--- src/rtl/bsg_fifo_rolly_pkg.sv ---
// Shared types for the rolly FIFO replay controller: receiver response codes and controller states.
package bsg_fifo_rolly_pkg;

    typedef enum logic [1:0] {
        ACK_ONE = 2'd0,
        ACK_ALL = 2'd1,
        NACK    = 2'd2
    } resp_type_e;

    typedef enum logic {
        RUN   = 1'b0,
        ERROR = 1'b1
    } state_e;

endpackage

--- src/rtl/bsg_fifo_rolly_replay_ctrl_if.sv ---
// Outbound link channel of the replay controller: sequence-tagged beats with valid-then-ready handshake.
interface bsg_fifo_rolly_replay_ctrl_if #(
    parameter int width_p     = 8,
    parameter int seq_width_p = 4
);

    logic [width_p-1:0]     data;
    logic [seq_width_p-1:0] seq;
    logic                   v;
    logic                   ready;

    modport master (output data, output seq, output v, input ready);
    modport slave  (input data, input seq, input v, output ready);

endinterface

--- src/rtl/bsg_rolly_timeout_ctr.sv ---
// Response timeout counter: pulses expired_o when the count reaches timeout_p-1, then wraps to zero.
module bsg_rolly_timeout_ctr #(
    parameter int timeout_p = 64
) (
    input  logic clk_i,
    input  logic reset_i,
    input  logic clear_i,
    input  logic en_i,
    output logic expired_o
);

    localparam int cnt_width_lp = $clog2(timeout_p);
    localparam logic [cnt_width_lp-1:0] last_lp = cnt_width_lp'(timeout_p - 1);

    logic [cnt_width_lp-1:0] count;

    assign expired_o = (count == last_lp);

    always_ff @(posedge clk_i) begin
        if (reset_i | clear_i | expired_o)
            count <= '0;
        else if (en_i)
            count <= count + cnt_width_lp'(1);
    end

endmodule

--- src/rtl/bsg_fifo_rolly_replay_ctrl.sv ---
// Go-back-N retransmit controller on the read side of a rolly FIFO: tags beats, retires them on acks,
// rewinds the FIFO on nack or timeout, and latches an error once the retry budget is exhausted.
module bsg_fifo_rolly_replay_ctrl
    import bsg_fifo_rolly_pkg::*;
#(
    parameter int width_p       = 8,
    parameter int lg_size_p     = 3,
    parameter int window_p      = 4,
    parameter int seq_width_p   = 4,
    parameter int timeout_p     = 64,
    parameter int max_retries_p = 3
) (
    input  logic                   clk_i,
    input  logic                   reset_i,

    input  logic [width_p-1:0]     fifo_data_i,
    input  logic                   fifo_v_i,
    output logic                   fifo_yumi_o,
    output logic                   fifo_incr_v_o,
    output logic                   fifo_rollback_v_o,
    output logic                   fifo_ack_v_o,

    bsg_fifo_rolly_replay_ctrl_if.master link,

    input  logic                   resp_v_i,
    input  logic [1:0]             resp_type_i,

    output logic [lg_size_p:0]     outstanding_o,
    output logic                   error_o
);

    localparam int ctr_width_lp   = lg_size_p + 1;
    localparam int retry_width_lp = (max_retries_p < 1) ? 1 : $clog2(max_retries_p + 1);
    localparam logic [ctr_width_lp-1:0]   window_lp    = ctr_width_lp'(window_p);
    localparam logic [retry_width_lp-1:0] retry_max_lp = retry_width_lp'(max_retries_p);

    state_e                    state;
    logic [ctr_width_lp-1:0]   outstanding;
    logic [seq_width_p-1:0]    seq_r;
    logic [seq_width_p-1:0]    base_seq_r;
    logic [retry_width_lp-1:0] retries;
    logic                      error_r;

    logic run, busy, expired;
    logic ack_one, ack_all, nack;
    logic rollback, ack, incr, send, yumi;

    assign run  = (state == RUN) & ~reset_i;
    assign busy = (outstanding != '0);

    assign ack_one = resp_v_i & (resp_type_i == ACK_ONE);
    assign ack_all = resp_v_i & (resp_type_i == ACK_ALL);
    assign nack    = resp_v_i & (resp_type_i == NACK);

    // One FIFO op per cycle: rollback beats ack beats incr; a cycle carrying rollback or ack sends nothing.
    assign rollback = run & (nack | (expired & busy));
    assign ack      = run & ~rollback & ack_all;
    assign incr     = run & ~rollback & ~ack & ack_one & busy;
    assign send     = run & fifo_v_i & (outstanding < window_lp) & ~(rollback | ack);
    assign yumi     = send & link.ready;

    assign link.v    = send;
    assign link.data = fifo_data_i;
    assign link.seq  = seq_r;

    assign fifo_yumi_o       = yumi;
    assign fifo_incr_v_o     = incr;
    assign fifo_rollback_v_o = rollback;
    assign fifo_ack_v_o      = ack;

    assign outstanding_o = reset_i ? '0 : outstanding;
    assign error_o       = error_r & ~reset_i;

    bsg_rolly_timeout_ctr #(
        .timeout_p (timeout_p)
    ) timeout_ctr (
        .clk_i     (clk_i),
        .reset_i   (reset_i),
        .clear_i   (resp_v_i | ~busy | rollback),
        .en_i      (busy & ~resp_v_i),
        .expired_o (expired)
    );

    always_ff @(posedge clk_i) begin
        if (reset_i) begin
            state       <= RUN;
            outstanding <= '0;
            seq_r       <= '0;
            base_seq_r  <= '0;
            retries     <= '0;
            error_r     <= 1'b0;
        end else if (state == RUN) begin
            if (rollback) begin
                seq_r       <= base_seq_r;
                outstanding <= '0;
                if (retries == retry_max_lp) begin
                    state   <= ERROR;
                    error_r <= 1'b1;
                end else begin
                    retries <= retries + retry_width_lp'(1);
                end
            end else if (ack) begin
                base_seq_r  <= seq_r;
                outstanding <= '0;
                if (busy)
                    retries <= '0;
            end else begin
                // A retire and a send in the same cycle leave the window occupancy unchanged.
                if (yumi)
                    seq_r <= seq_r + seq_width_p'(1);
                if (incr) begin
                    base_seq_r <= base_seq_r + seq_width_p'(1);
                    retries    <= '0;
                end
                if (yumi & ~incr)
                    outstanding <= outstanding + ctr_width_lp'(1);
                else if (incr & ~yumi)
                    outstanding <= outstanding - ctr_width_lp'(1);
            end
        end
    end

    always_ff @(posedge clk_i) begin
        if (!reset_i)
            assert ((outstanding <= window_lp) &&
                    ((seq_r - base_seq_r) == seq_width_p'(outstanding)));
    end

endmodule

--- src/flat_wrapper.sv ---
// flat-port wrapper written by rule: the top's interface ports become plain ports
module bsg_fifo_rolly_replay_ctrl_flat import bsg_fifo_rolly_pkg::*;
#(
    parameter int width_p       = 8,
    parameter int lg_size_p     = 3,
    parameter int window_p      = 4,
    parameter int seq_width_p   = 4,
    parameter int timeout_p     = 64,
    parameter int max_retries_p = 3
)
  (clk_i, reset_i, fifo_data_i, fifo_v_i, fifo_yumi_o, fifo_incr_v_o, fifo_rollback_v_o, fifo_ack_v_o, resp_v_i, resp_type_i, outstanding_o, error_o, link_data, link_seq, link_v, link_ready);
  bsg_fifo_rolly_replay_ctrl_if #(.width_p(width_p), .seq_width_p(seq_width_p)) link_i ();
  input  logic clk_i;
  input  logic reset_i;
  input  logic [width_p-1:0] fifo_data_i;
  input  logic fifo_v_i;
  output logic fifo_yumi_o;
  output logic fifo_incr_v_o;
  output logic fifo_rollback_v_o;
  output logic fifo_ack_v_o;
  input  logic resp_v_i;
  input  logic [1:0] resp_type_i;
  output logic [lg_size_p:0] outstanding_o;
  output logic error_o;
  output wire logic [$bits(link_i.data)-1:0] link_data;
  output wire logic [$bits(link_i.seq)-1:0] link_seq;
  output wire logic [$bits(link_i.v)-1:0] link_v;
  input wire logic [$bits(link_i.ready)-1:0] link_ready;
  assign link_data = link_i.data;
  assign link_seq = link_i.seq;
  assign link_v = link_i.v;
  assign link_i.ready = link_ready;
  bsg_fifo_rolly_replay_ctrl #(.width_p(width_p), .lg_size_p(lg_size_p), .window_p(window_p), .seq_width_p(seq_width_p), .timeout_p(timeout_p), .max_retries_p(max_retries_p)) u_core (.clk_i(clk_i), .reset_i(reset_i), .fifo_data_i(fifo_data_i), .fifo_v_i(fifo_v_i), .fifo_yumi_o(fifo_yumi_o), .fifo_incr_v_o(fifo_incr_v_o), .fifo_rollback_v_o(fifo_rollback_v_o), .fifo_ack_v_o(fifo_ack_v_o), .link(link_i), .resp_v_i(resp_v_i), .resp_type_i(resp_type_i), .outstanding_o(outstanding_o), .error_o(error_o));
endmodule
--- config.mk ---
export PLATFORM = sky130hd
export DESIGN_NAME = bsg_fifo_rolly_replay_ctrl_flat
export DESIGN_NICKNAME = d
export VERILOG_FILES = /design/src/rtl/bsg_fifo_rolly_pkg.sv /design/src/rtl/bsg_fifo_rolly_replay_ctrl_if.sv /design/src/rtl/bsg_rolly_timeout_ctr.sv /design/src/rtl/bsg_fifo_rolly_replay_ctrl.sv /design/src/flat_wrapper.sv
export SDC_FILE = /design/constraint.sdc
export NUM_CORES = 1
export LEC_CHECK = 0
export BUFFER_PORTS_ARGS = -buffer_cell sky130_fd_sc_hd__buf_2
export CELL_PAD_IN_SITES_DETAIL_PLACEMENT = 1
export CELL_PAD_IN_SITES_GLOBAL_PLACEMENT = 2
export CORE_AREA = 10 10 80 82
export CTS_CLUSTER_SIZE = 10
export DETAILED_ROUTE_END_ITERATION = 10
export DIE_AREA = 0 0 90 92
export GPL_TIMING_DRIVEN = 1
export PLACE_DENSITY = 0.8
export SETUP_SLACK_MARGIN = 0.02
export SLEW_MARGIN = 20
export SYNTH_ARGS = -nofsm -noshare
export SYNTH_HDL_FRONTEND = slang
export SYNTH_SLANG_ARGS = --single-unit
--- constraint.sdc ---
create_clock -name clk_i -period 3.46 [get_ports clk_i]
set_clock_uncertainty 0.2 [all_clocks]
set_input_delay 0.346 -clock clk_i [delete_from_list [all_inputs] [get_ports clk_i]]
set_output_delay 0.346 -clock clk_i [all_outputs]
set_load 0.02 [all_outputs]
# [Word-level counts from Yosys, hierarchy flattened]
# Index checks and enable logic that the tools add are counted.
[word_totals] reg_bits=22 inputBits=15 output_inout_bits=22 wordCells=84
[classes] addsub=6 order_cmp=1 eq_ne=7 n_mux=18 bitwise_logic=34 reduce_logical=11
[op_table] cell="4-bit 2-to-1 mux" count=10
[op_table] cell="1-bit bitwise AND" count=19
[op_table] cell="4-bit by 1-bit adder with 4-bit output (second input constant)" count=3
[op_table] cell="2-bit 2-to-1 mux" count=5
[op_table] cell="1-bit NOT" count=9
[op_table] cell="3-bit AND reduction" count=3
[op_table] cell="4-bit nonzero test" count=2
[op_table] cell="6-bit by 1-bit adder with 6-bit output (second input constant)" count=1
[op_table] cell="6-bit == test (second input constant)" count=1
[op_table] cell="1-bit bitwise OR" count=6
[op_table] cell="2-bit == test (second input constant)" count=2
[op_table] cell="4-bit by 3-bit less-than comparator with 1-bit output (second input constant)" count=1
[op_table] cell="4-bit AND reduction" count=1
[op_table] cell="2-bit nonzero test" count=2
[op_table] cell="4-bit by 1-bit subtractor with 4-bit output (second input constant)" count=1
[op_table] cell="1-bit 2-to-1 mux" count=3
[op_table] cell="3-bit by 1-bit inequality test with 1-bit output (second input constant)" count=1
[op_table] cell="3-bit nonzero test" count=1
[op_table] cell="2-bit by 1-bit adder with 2-bit output (second input constant)" count=1
[op_table] cell="2-bit by 1-bit == test with 1-bit output (second input constant)" count=1
[op_table] cell="2-bit logical NOT" count=1
[op_table] cell="2-bit by 1-bit inequality test with 1-bit output (second input constant)" count=1
[op_table] cell="2-bit inequality test (second input constant)" count=1
[op_table] cell="2-bit AND reduction" count=1

# [Depth between registers and ports, before layout]
# Gate-level depths: netlist of run 1.
[depth] depth_word=17 depth_mapped=13 depth_no_buf=13

# [Hierarchy]
# From an unflattened synthesis of run 1, not the netlist that was laid out.
[unflattened] cells_unflattened=166 area_unflattened_um2=1452.6
[modules_own_cells] module="bsg_fifo_rolly_replay_ctrl" instances=1 cells_per_inst=137 area_per_inst_um2=1159.9 seq_area_each_um2=320.3
[modules_own_cells] module="bsg_rolly_timeout_ctr" instances=1 cells_per_inst=29 area_per_inst_um2=292.8 seq_area_each_um2=120.1

# [Worst setup path before layout of run 1]
# OpenSTA, ideal clock, no wires.
[synth_timing] path_kind="register to register" from="register u_core.outstanding[0]" to="register u_core.outstanding[3]" t_arrival_ns=2.848 required_time_ns=3.123 path_slack_ns=0.275 path_stages_with_launch=12 n_path_buf=0 period_less_slack_ns=3.185 path_cell_list="dfxtp_1 > nor4_4 > o32ai_4 > nor2_2 > ha_1 > inv_1 > ha_1 > a21o_2 > a21oi_1 > mux2i_1 > mux2i_1 > a21oi_1"
[synth_via] word_cells_on_any_way=29 cone_classes="2 x add/sub; 1 x order compare; 4 x mux; 19 x bitwise; 3 x reduce/logical"
[synth_rtl] item="start: declaration" line="bsg_fifo_rolly_replay_ctrl.sv:38" text="logic [ctr_width_lp-1:0] outstanding;"
[synth_rtl] item="start signal: assignment" line="bsg_fifo_rolly_replay_ctrl.sv:116" text="outstanding <= outstanding + ctr_width_lp'(1);"
[synth_rtl] item="start signal: assignment" line="bsg_fifo_rolly_replay_ctrl.sv:118" text="outstanding <= outstanding - ctr_width_lp'(1);"
[synth_rtl] item="4-bit nonzero test" line="bsg_fifo_rolly_replay_ctrl.sv:49" text="assign busy = (outstanding != '0);"
[synth_rtl] item="1-bit bitwise AND" line="bsg_fifo_rolly_replay_ctrl.sv:56" text="assign rollback = run & (nack | (expired & busy));"
[synth_rtl] item="1-bit bitwise OR" line="bsg_fifo_rolly_replay_ctrl.sv:56"
[synth_rtl] item="1-bit bitwise AND" line="bsg_fifo_rolly_replay_ctrl.sv:56"
[synth_rtl] item="1-bit NOT (no source line)"
[synth_rtl] item="1-bit bitwise AND (2 in series)" line="bsg_fifo_rolly_replay_ctrl.sv:57" text="assign ack = run & ~rollback & ack_all;"
[synth_rtl] item="1-bit bitwise OR" line="bsg_fifo_rolly_replay_ctrl.sv:59" text="assign send = run & fifo_v_i & (outstanding < window_lp) & ~(rollback | ack);"
[synth_rtl] item="1-bit NOT" line="bsg_fifo_rolly_replay_ctrl.sv:59"
[synth_rtl] item="1-bit bitwise AND (*)" line="bsg_fifo_rolly_replay_ctrl.sv:59"
[synth_rtl] item="1-bit bitwise AND (*)" line="bsg_fifo_rolly_replay_ctrl.sv:60" text="assign yumi = send & link.ready;"
[synth_rtl] item="via fifo_yumi_o" line="flat_wrapper.sv:17" text="output logic fifo_yumi_o;"
[synth_rtl] item="1-bit bitwise AND / 1-bit NOT (equally long branches)" line="bsg_fifo_rolly_replay_ctrl.sv:115, bsg_fifo_rolly_replay_ctrl.sv:117"
[synth_rtl] item="4-bit 2-to-1 mux / 1-bit bitwise AND (equally long branches)" line="bsg_fifo_rolly_replay_ctrl.sv:115, bsg_fifo_rolly_replay_ctrl.sv:117"
[synth_rtl] item="4-bit 2-to-1 mux / 4-bit nonzero test (equally long branches)"
[synth_rtl] item="4-bit 2-to-1 mux / 2-bit AND reduction (equally long branches)"
# Mark *: on every way through the listed nets, which the timed path passes. The rest lies on a longest branch. The select of a mux whose other input is x is not followed.
# A chain may end at the register's enable or synchronous reset.

# [Final worst setup path of run 1]
[layout_timing] from="register u_core.timeout_ctr.count[0]" to="register u_core.outstanding[3]"
[layout_via] elab_chain_len=16 word_cells_on_any_way=24 cone_classes="1 x eq/ne; 3 x mux; 18 x bitwise; 2 x reduce/logical"
[layout_rtl] item="start: declaration" line="bsg_rolly_timeout_ctr.sv:15" text="logic [cnt_width_lp-1:0] count;"
[layout_rtl] item="start signal: assignment" line="bsg_rolly_timeout_ctr.sv:23" text="count <= count + cnt_width_lp'(1);"
[layout_rtl] item="6-bit == test (*)" line="bsg_rolly_timeout_ctr.sv:17" text="assign expired_o = (count == last_lp);"
[layout_rtl] item="1-bit bitwise AND (*)" line="bsg_fifo_rolly_replay_ctrl.sv:56"
[layout_rtl] item="1-bit bitwise OR (*)" line="bsg_fifo_rolly_replay_ctrl.sv:56"
[layout_rtl] item="1-bit bitwise AND (*)" line="bsg_fifo_rolly_replay_ctrl.sv:56"
[layout_rtl] item="1-bit NOT (no source line)"
[layout_rtl] item="1-bit bitwise AND" line="bsg_fifo_rolly_replay_ctrl.sv:57, bsg_fifo_rolly_replay_ctrl.sv:58"
[layout_rtl] item="1-bit bitwise AND" line="bsg_fifo_rolly_replay_ctrl.sv:57"
[layout_rtl] item="1-bit NOT" line="bsg_fifo_rolly_replay_ctrl.sv:58" text="assign incr = run & ~rollback & ~ack & ack_one & busy;"
[layout_rtl] item="1-bit bitwise AND (3 in series)" line="bsg_fifo_rolly_replay_ctrl.sv:58"
[layout_rtl] item="1-bit NOT" line="bsg_fifo_rolly_replay_ctrl.sv:115" text="if (yumi & ~incr)"
[layout_rtl] item="1-bit bitwise AND" line="bsg_fifo_rolly_replay_ctrl.sv:115"
[layout_rtl] item="4-bit 2-to-1 mux" line="bsg_fifo_rolly_replay_ctrl.sv:115"
[layout_rtl] item="4-bit 2-to-1 mux" line="bsg_fifo_rolly_replay_ctrl.sv:102" text="end else if (ack) begin"
[layout_rtl] item="4-bit 2-to-1 mux" line="bsg_fifo_rolly_replay_ctrl.sv:93" text="if (rollback) begin"
# Mark *: on every way between the ends. The rest lies on a longest branch, timed or not.

==> results of run 1 <==
per-stage QoR:
| stage | setup WS, ns | std cells | power (mW) |
|---|---|---|---|
| finish | 0.4201 | 246 | 0.5624 |
| global route | 0.1693 | 246 | 0.5945 |
| CTS | 0.3846 | 246 | 0.5758 |
| detailed placement | 0.3532 | 242 | 0.3793 |
| global placement | 0.4295 | 242 | 0.3781 |
| floorplan | 0.2748 | 160 | 0.3594 |
flip-flops by register name, summed over array words and instances (netlist names):
register                  cells
u_core.error_r                1
u_core.outstanding            4
u_core.base_seq_r             4
u_core.timeout_ctr.count      6
u_core.link.seq               4
u_core.state                  1
u_core.retries                2
layer usage:
layer	vias up	part of all wire, %	global-route usage [%]
met2	28	45	13.62
met4	0	0.56	1.194
met3	2	6.3	3.178
li1	576	-	-
met5	-	0	0
met1	553	48	10.79
worst paths after layout:
kind	endpoint	slack (ns)
max	u_core.outstanding[3]$_SDFFE_PP0P_	0.42
min	u_core.timeout_ctr.count[0]$_SDFFE_PP0P_	0.25
max reg2reg	u_core.outstanding[3]$_SDFFE_PP0P_	0.42
min reg2reg	u_core.timeout_ctr.count[0]$_SDFFE_PP0P_	0.25
Yosys cell counts (all sizes together) (2+ instances only):
library cell,number
nor2,32
dfxtp,22
buf,12
inv,12
xnor2,9
a211oi,7
ha,7
nor3,6
nand2,5
nand3,5
nand2b,4
a21oi,3
mux2i,3
a21o,2
a311oi,2
nand3b,2
nor2b,2
nor4,2
o21ai,2
o32ai,2
xor2,2
power breakdown:
| group | switching (mW) | internal, mW | leakage, nW |
|---|---|---|---|
| clock | 0.0893 | 0.102 | 0.0288 |
| sequential | 0.00995 | 0.261 | 0.178 |
| combinational | 0.0578 | 0.0431 | 0.467 |
| total | 0.157 | 0.405 | 0.674 |
worst register-to-register path, stage by stage, from the launching register on:
cell	delay, ns
dfxtp_1	0.36
ha_1	0.25
nand2_4	0.09
nor2_1	0.37
nor4_4	0.10
inv_1	0.08
ha_1	0.22
inv_1	0.10
ha_1	0.30
a21o_2	0.21
a21oi_1	0.16
mux2i_1	0.24
mux2i_1	0.20
a21oi_1	0.07
cell type report:
type,count,area (sq um),share of cell area [%]
Timing Repair Buffer,25,137.6,8.410
Multi-Input combinational cell,113,870.8,53.21
Clock buffer,4,55.05,3.364
Sequential cell,22,440.4,26.91
Tap cell,70,87.58,5.352
Inverter,12,45.04,2.752
cell families (layout without fill, tap and decap cells):
family | Yosys count | after routing
compound gates | 24 | 24
xor+xnor | 11 | 11
fa+ha+maj | 8 | 8
buf+inv | 25 | 41
flops | 22 | 22
mux | 3 | 3
simple gates | 67 | 67
==> flow_summary_export.csv, run 1 <==
group,metric,value,unit
synth,synth.ff_latch_count,22,
sta,whs,0.2521,ns
synth,synth-simple-area-share,27.67,%
sta,layout_worst_path_cycle_share,87.86,%
synth,synth_cell_type_count,48,
drt,drt_wl_total,3368,um
synth,netlist_area,1443,sq um
finish,fin_area,1637,sq um
synth,syn_nets,183,
synth,synth_flop_cell,"dfxtp_1",
floorplan,die_h,92,um
critical_path,r2r-start,"u_core.timeout_ctr.count[0]$_SDFFE_PP0P_",
sta,worstMarginPinSlew,0.4615,ns
power_and_ir_drop,irDropWorstVdd,0.0002565,V
sta,tns,0,ns
critical_path,path_buf_inv,2,
finish,final_nets,200,
drt,vias,1159,
sta,timing.slew.headroom,69.12,%
sta,grt_setup_unrepaired,"no",
global_routing,grt_pass1_vias,1215,
critical_path,critPathTopFamily,"adder cells",
clock_network,clockBufferDepth,2,
sta,slew_violations,0,
finish,final_cell_mix,"31 x nor2_1, 22 x dfxtp_1, 20 x buf_2",
global_routing,grt_max_degree,13,
worst_hold_path,hold_depth,1,
clock_network,hold_buffers,0,
run_status,status,"finished, final reports clean",
finish,final_util,33.32,%
synth,synth_top_area_share,30.53,%
floorplan,ios,37,
worst_hold_path,hold_path.class,"reg -> reg",
floorplan,die_area,8280,sq um
place,dpl.hpwl,2687,um
clock_network,clkTransAtPathRegs,0.09,ns
clock_network,cts_max_level,1,
global_routing,grt.total_usage,8.470,%
critical_path,worst-path-max-fanout,4,
place,io_buffers,20,
sta,hold_viol,0,
power_and_ir_drop,power_density,343.6,nW/um^2
synth,ys_seq_area_share,30.53,%
synth,synth_top_area_cell,"dfxtp_1",
synth,yosysWarnings,0,
synth,synth.area.top_cells,"dfxtp_1 31%, nor2_1 8.1%, ha_1 6.1%",
worst_hold_path,min_from,"u_core.timeout_ctr.count[0]$_SDFFE_PP0P_",
synth,synth_compound_area_share,16.48,%
global_routing,grt_antenna_before_repair,0,
job,maxCapViolCount,0,
sta,max_clock_freq,0.3290,GHz
sta,finalSetupViolCount,0,
floorplan,initial_core_util,29.37,%
synth,synth_edf_count,0,
drt,drt_iter0_drc,50,
synth,synth-async-reset-ratio,0,%
clock_network,insertion_delay,0.27,ns
critical_path,cp_slowest_cell,"nor2_1",
power_and_ir_drop,power_leakage,0.6739,nW
floorplan,core_region_area,4912,sq um
finish,area_growth,13.44,%
critical_path,cpMostUsedCell,"ha_1",
global_routing,grt-ovfl-total,0,
synth,muxShareOfSynthArea,2.082,%
critical_path,cp-end-kind,"flop",
drt,drtAntennaViolNets,0,
critical_path,rr_worst_depth,13,
finish,drive_above_1_share,30.68,%
clock_network,cts_root_buffer,"clkbuf_8",
floorplan,num_rows,26,
critical_path,crit_chain,"ha_1, nand2_4, nor2_1, nor4_4, inv_1, ha_1, inv_1, ha_1, a21o_2, a21oi_1, mux2i_1, mux2i_1, a21oi_1",
drt,vias_per_cell,4.711,
clock_network,postCtsSetupBuffers,0,
critical_path,worstPathArrival,3.01,ns
clock_network,cts_num_sinks,22,
synth,synth_top_family_by_area,"simple AND/OR/NAND/NOR gates",
critical_path,start_kind,"flop",
clock_network,cts.repair.resized,0,
drt,drc,0,
synth,synthAdderAreaFrac,7.459,%
critical_path,crit_cells,13,
critical_path,critPathRequiredTime,3.43,ns
clock_network,numCtsBuffers,3,
floorplan,die_x,90,um
drt,wl_per_cell,13.69,um
clock_network,tritoncts,"done",
place,gp_congestion,0.7084,
finish,num-fill-cells,600,
finish,antenna_cells,0,
drt,first_pass_iters,4,
synth,synth_xor_xnor_area_share,6.678,%
sta,fin_crit,3.040,ns
critical_path,crit_start,"u_core.timeout_ctr.count[0]$_SDFFE_PP0P_",
global_routing,grt_first_pass_wirelength,5913,um
finish,final_common_cell,"nor2_1",
synth,netlist_instances,160,
place,placedInstanceArea,1582,sq um
critical_path,crit_type,"reg -> reg",
synth,avgSynthCellArea,9.016,sq um
critical_path,critPathMaxStageDelay,0.37,ns
(Power assumes the default switching activity.)
==> run 2: changes to the inputs <==
--- a/config.mk
+++ b/config.mk
@@ -8,12 +8,12 @@
 export BUFFER_PORTS_ARGS = -buffer_cell sky130_fd_sc_hd__buf_2
 export CELL_PAD_IN_SITES_DETAIL_PLACEMENT = 1
 export CELL_PAD_IN_SITES_GLOBAL_PLACEMENT = 2
-export CORE_AREA = 10 10 80 82
+export CORE_AREA = 10 10 100 66
 export CTS_CLUSTER_SIZE = 10
 export DETAILED_ROUTE_END_ITERATION = 10
-export DIE_AREA = 0 0 90 92
+export DIE_AREA = 0 0 110 76
 export GPL_TIMING_DRIVEN = 1
-export PLACE_DENSITY = 0.8
+export PLACE_DENSITY_LB_ADDON = 0.1
 export SETUP_SLACK_MARGIN = 0.02
 export SLEW_MARGIN = 20
 export SYNTH_ARGS = -nofsm -noshare
==> flow_summary_export.csv, run 2 (same netlist as run 1, synthesis figures left out) <==
group,metric,value,unit
run_status,status,"finished, final reports clean",
drt,drt_wl_total,3753,um
sta,timing.slew.headroom,70.15,%
critical_path,critPathRequiredTime,3.42,ns
finish,final_util,33.26,%
global_routing,grt_pass1_vias,1235,
clock_network,cts_num_sinks,22,
sta,finalSetupViolCount,0,
finish,largest_reg_flops,6,
drt,vias,1151,
power_and_ir_drop,power_density,331.7,nW/um^2
clock_network,insertion_delay,0.26,ns
sta,hold_viol,0,
drt,drtAntennaViolNets,0,
critical_path,cp-end-kind,"flop",
sta,fin_crit,3.118,ns
floorplan,die_h,76,um
power_and_ir_drop,irDropWorstVdd,0.0001398,V
worst_hold_path,hold_path.class,"reg -> reg",
finish,drive_above_1_share,30.29,%
drt,wl_per_cell,15.57,um
global_routing,grt-ovfl-total,0,
drt,vias_per_cell,4.776,
critical_path,critPathMaxStageDelay,0.40,ns
sta,max_clock_freq,0.3207,GHz
drt,first_pass_iters,4,
floorplan,num_rows,20,
finish,regMostFlops,"u_core.timeout_ctr.count",
critical_path,start_kind,"flop",
floorplan,die_x,110,um
global_routing,grt_max_degree,14,
finish,antenna_cells,0,
critical_path,cp_slowest_cell,"dfxtp_1",
place,io_buffers,20,
global_routing,grt.total_usage,9.382,%
global_routing,grt_antenna_before_repair,0,
floorplan,ios,37,
critical_path,crit_chain,"nor2_1, nand4_1, nor2_4, ha_1, inv_1, ha_1, a21o_2, a21oi_1, mux2i_1, mux2i_1, a21oi_1",
critical_path,r2r-start,"u_core.state$_SDFF_PP0_",
sta,layout_worst_path_cycle_share,90.13,%
drt,drc,0,
floorplan,core_region_area,4880,sq um
place,dpl_worst_slack,0.2339,ns
sta,tns,0,ns
sta,layout_setup_ws,0.3416,ns
critical_path,worst-path-max-fanout,8,
clock_network,postCtsSetupBuffers,0,
global_routing,grt_first_pass_wirelength,6430,um
clock_network,cts_root_buffer,"clkbuf_8",
finish,final_cell_mix,"31 x nor2_1, 22 x dfxtp_1, 20 x buf_2",
clock_network,clkTransAtPathRegs,0.08,ns
floorplan,initial_core_util,29.56,%
clock_network,cts.repair.resized,0,
drt,drt_iter0_drc,31,
finish,final_nets,200,
worst_hold_path,min_from,"u_core.timeout_ctr.count[0]$_SDFFE_PP0P_",
clock_network,cts_max_level,1,
sta,slew_violations,0,
critical_path,crit_type,"reg -> reg",
power_and_ir_drop,power_leakage,0.6671,nW
floorplan,die_area,8360,sq um
job,maxCapViolCount,0,
sta,grt_setup_unrepaired,"no",
sta,worstMarginPinSlew,0.4477,ns
place,dpl.hpwl,2956,um
finish,area_growth,12.49,%
clock_network,numCtsBuffers,3,
clock_network,clockBufferDepth,2,
place,gp_congestion,0.7838,
finish,final_common_cell,"nor2_1",
critical_path,worstPathArrival,3.08,ns
critical_path,crit_start,"u_core.state$_SDFF_PP0_",
clock_network,hold_buffers,0,
clock_network,tritoncts,"done",
## run 2: cell count changes in the layout (fill, tap and decap cells not counted), sizes merged
cell | before | now
clkbuf | 4 | 3
## run 2: path summary, 6_finish.rpt
kind | end | slack (ns) | cells past startpoint
max reg2reg | u_core.outstanding[3]$_SDFFE_PP0P_ | 0.34 | 11
min reg2reg | u_core.timeout_ctr.count[0]$_SDFFE_PP0P_ | 0.26 | 1
min | u_core.timeout_ctr.count[0]$_SDFFE_PP0P_ | 0.26 | 1
max | u_core.outstanding[3]$_SDFFE_PP0P_ | 0.34 | 11
## run 2: layout make-up
class / count / area, sq um
clock buffers: 3 / 41.29
fillers: 594 / 3257
inverters: 12 / 45.04
multi-input cells: 113 / 875.8
flip-flops and latches: 22 / 440.4
well taps: 66 / 82.58
repair buffers: 25 / 137.6
## run 2: through the flow
stage	area, sq um	power, mW	std cells	hold slack, ns
final	1623	0.5382	241	0.2590
after global placement	1577	0.3790	238	0.2329
after floorplan	1443	0.3594	160	0.2179
after detailed placement	1577	0.3810	238	0.2493
after global routing	1623	0.5768	241	0.2643
after CTS	1618	0.5516	241	0.2608
## run 2: report_power, final
part	internal [mW]	leakage (nW)	switching (mW)
sequential	0.261	0.178	0.00981
clock	0.0778	0.0216	0.0860
combinational	0.0433	0.467	0.0606
total	0.382	0.667	0.156
## run 2: critical path, delay by kind of cell, from the launching register on
kind / cells / cell delay [ns]
AND/OR/NAND/NOR: 3 / 0.86
adder cells (fa/ha/maj): 2 / 0.53
AO/OA/AOI/OAI: 3 / 0.46
multiplexers: 2 / 0.46
flip-flops: 1 / 0.40
buffers and inverters: 1 / 0.10
## run 2: layer usage
layer,share of wire [%],track usage [%],vias to the layer above
met3,4.0,2.956,10
met5,0,0,-
met4,1.0,1.684,0
met2,43,13.75,17
met1,52,13.05,548
li1,-,-,576
==> run 3: changes to the inputs <==
--- a/config.mk
+++ b/config.mk
@@ -5,13 +5,14 @@
 export SDC_FILE = /design/constraint.sdc
 export NUM_CORES = 1
 export LEC_CHECK = 0
+export ABC_AREA = 1
 export BUFFER_PORTS_ARGS = -buffer_cell sky130_fd_sc_hd__buf_2
 export CELL_PAD_IN_SITES_DETAIL_PLACEMENT = 1
 export CELL_PAD_IN_SITES_GLOBAL_PLACEMENT = 2
-export CORE_AREA = 10 10 100 66
+export CORE_AREA = 10 10 105 70
 export CTS_CLUSTER_SIZE = 10
 export DETAILED_ROUTE_END_ITERATION = 10
-export DIE_AREA = 0 0 110 76
+export DIE_AREA = 0 0 115 80
 export GPL_TIMING_DRIVEN = 1
 export PLACE_DENSITY_LB_ADDON = 0.1
 export SETUP_SLACK_MARGIN = 0.02
==> flow_summary_export.csv, run 3 <==
group,metric,value,unit
clock_network,cts.repair.resized,0,
synth,synth.ff_latch_count,22,
sta,layout_worst_path_cycle_share,86.82,%
sta,hold_viol,0,
floorplan,initial_core_util,29.22,%
clock_network,cts_num_sinks,22,
sta,worstMarginPinSlew,0.3113,ns
place,gp_congestion,0.7828,
finish,layout.cells.non_filler,298,
critical_path,crit_type,"reg -> reg",
clock_network,numCtsBuffers,3,
global_routing,grt-ovfl-total,0,
synth,synth_edf_count,0,
synth,ys_seq_area_share,27.85,%
drt,vias_per_cell,4.372,
sta,layout_setup_ws,0.4561,ns
clock_network,clkTransAtPathRegs,0.09,ns
synth,netlist_top_cells_count,"43 x nand2_1, 25 x inv_1, 22 x dfxtp_1, 21 x nor2_1, 10 x nand3_1",
clock_network,clockBufferDepth,2,
critical_path,start_kind,"flop",
sta,tns,0,ns
synth,synth_flop_cell,"dfxtp_1",
power_and_ir_drop,power_leakage,0.8578,nW
synth,avgSynthCellArea,7.390,sq um
sta,whs,0.2577,ns
drt,vias,1303,
drt,drt_wl_total,4092,um
synth,synth-async-reset-ratio,0,%
clock_network,cts_root_buffer,"clkbuf_8",
synth,netlist_area,1582,sq um
drt,drc,0,
critical_path,worst-path-max-fanout,6,
clock_network,cts_max_level,1,
synth,synth_top_area_cell,"dfxtp_1",
finish,largest_reg_flops,6,
sta,finalSetupViolCount,0,
global_routing,grt_first_pass_wirelength,6962,um
finish,regMostFlops,"u_core.timeout_ctr.count",
critical_path,cp-end-kind,"flop",
finish,num-fill-cells,685,
floorplan,die_area,9200,sq um
global_routing,grt_pass1_vias,1331,
sta,fin_crit,3.004,ns
drt,first_pass_iters,4,
synth,synth_most_common_cell,"nand2_1",
clock_network,hold_buffers,0,
sta,grt_setup_unrepaired,"no",
global_routing,grt_antenna_before_repair,0,
floorplan,num_rows,21,
clock_network,insertion_delay,0.27,ns
finish,final_cell_mix,"43 x nand2_1, 25 x inv_1, 22 x dfxtp_1",
synth,yosysWarnings,0,
finish,final_nets,253,
floorplan,die_h,80,um
finish,final_common_cell,"nand2_1",
finish,area_growth,11.00,%
job,maxCapViolCount,0,
floorplan,core_region_area,5413,sq um
global_routing,grt.total_usage,9.454,%
synth,netlist_instances,214,
clock_network,tritoncts,"done",
synth,synth_cell_type_count,36,
drt,drtAntennaViolNets,0,
sta,timing.slew.headroom,79.12,%
drt,drt_iter0_drc,32,
critical_path,worstPathArrival,3.02,ns
synth,synth_top_area_share,27.85,%
synth,syn_nets,237,
place,io_buffers,20,
finish,antenna_cells,0,
drt,wl_per_cell,13.73,um
clock_network,postCtsSetupBuffers,0,
place,dpl_worst_slack,0.5066,ns
worst_hold_path,hold_path.class,"reg -> reg",
place,post-place-cells,294,
sta,max_clock_freq,0.3329,GHz
floorplan,ios,37,
critical_path,critPathRequiredTime,3.48,ns
place,dpl.hpwl,3295,um
run_status,status,"finished, final reports clean",
sta,slew_violations,0,
floorplan,die_x,115,um
synth,synth.area.top_cells,"dfxtp_1 28%, nand2_1 10%, inv_1 5.9%",
power_and_ir_drop,total_power,0.6734,mW
finish,drive_above_1_share,29.26,%
global_routing,grt_max_degree,15,
power_and_ir_drop,irDropWorstVdd,0.0001198,V
power_and_ir_drop,power_density,383.6,nW/um^2
==> run 3: layer usage <==
| layer | wire length (um) | up-vias | share of wire, % | global-route usage [%] |
|---|---|---|---|---|
| li1 | - | 694 | - | - |
| met4 | 25 | 0 | 0.61 | 2.340 |
| met2 | 1672 | 17 | 41 | 13.45 |
| met1 | 2249 | 586 | 55 | 13.37 |
| met3 | 144 | 6 | 3.5 | 2.853 |
| met5 | 0 | - | 0 | 0 |
==> run 3: stage by stage <==
stage | utilization [%] | cell area [sq um]
floorplan | - | 1582
global placement | 31.41 | 1700
detailed placement | 31.41 | 1700
CTS | 32.43 | 1755
global route | 32.43 | 1755
finish | 32.43 | 1755
==> run 3: cell families after synthesis <==
family	after synthesis	share of synthesized area, %
simple gates	107	38.29
buf+inv	45	13.61
compound gates	23	8.465
flops	22	27.85
xor+xnor	9	4.984
fa+ha+maj	8	6.804
==> run 3: cell type report <==
type | count | area (sq um) | share of cell area (%)
clock buffer | 4 | 55.05 | 3.136
inverter | 35 | 140.1 | 7.983
multi-input combinational | 147 | 925.9 | 52.74
sequential | 22 | 440.4 | 25.09
tap | 69 | 86.33 | 4.918
timing repair buffer | 21 | 107.6 | 6.130
==> run 3: critical path, cell delays in order (launching register included) <==
cell,delay [ns]
dfxtp_1,0.37
ha_1,0.20
nand3_2,0.13
nor2_4,0.17
nand2_4,0.09
nand4_4,0.13
nand4_2,0.18
inv_1,0.13
ha_1,0.25
inv_1,0.10
ha_1,0.35
a21oi_1,0.16
nand2_1,0.07
a21oi_1,0.12
o21ai_0,0.10
nor2_1,0.10
nand2_1,0.05
nand2_1,0.05
==> run 3: worst paths after layout <==
kind,from,endpoint,slack (ns),cells past startpoint
worst max-delay path,u_core.timeout_ctr.count[0]$_SDFFE_PP0P_,u_core.outstanding[3]$_SDFFE_PP0P_,0.46,17
worst min-delay path,u_core.timeout_ctr.count[0]$_SDFFE_PP0P_,u_core.timeout_ctr.count[0]$_SDFFE_PP0P_,0.26,1
worst max register to register,u_core.timeout_ctr.count[0]$_SDFFE_PP0P_,u_core.outstanding[3]$_SDFFE_PP0P_,0.46,17
worst min register to register,u_core.timeout_ctr.count[0]$_SDFFE_PP0P_,u_core.timeout_ctr.count[0]$_SDFFE_PP0P_,0.26,1
==> run 3: report_power, final <==
part | leakage [nW] | switching, mW | total, mW | internal [mW]
clock network | 0.0288 | 0.0987 | 0.201 | 0.102
registers | 0.179 | 0.0164 | 0.284 | 0.268
logic | 0.650 | 0.124 | 0.188 | 0.0640
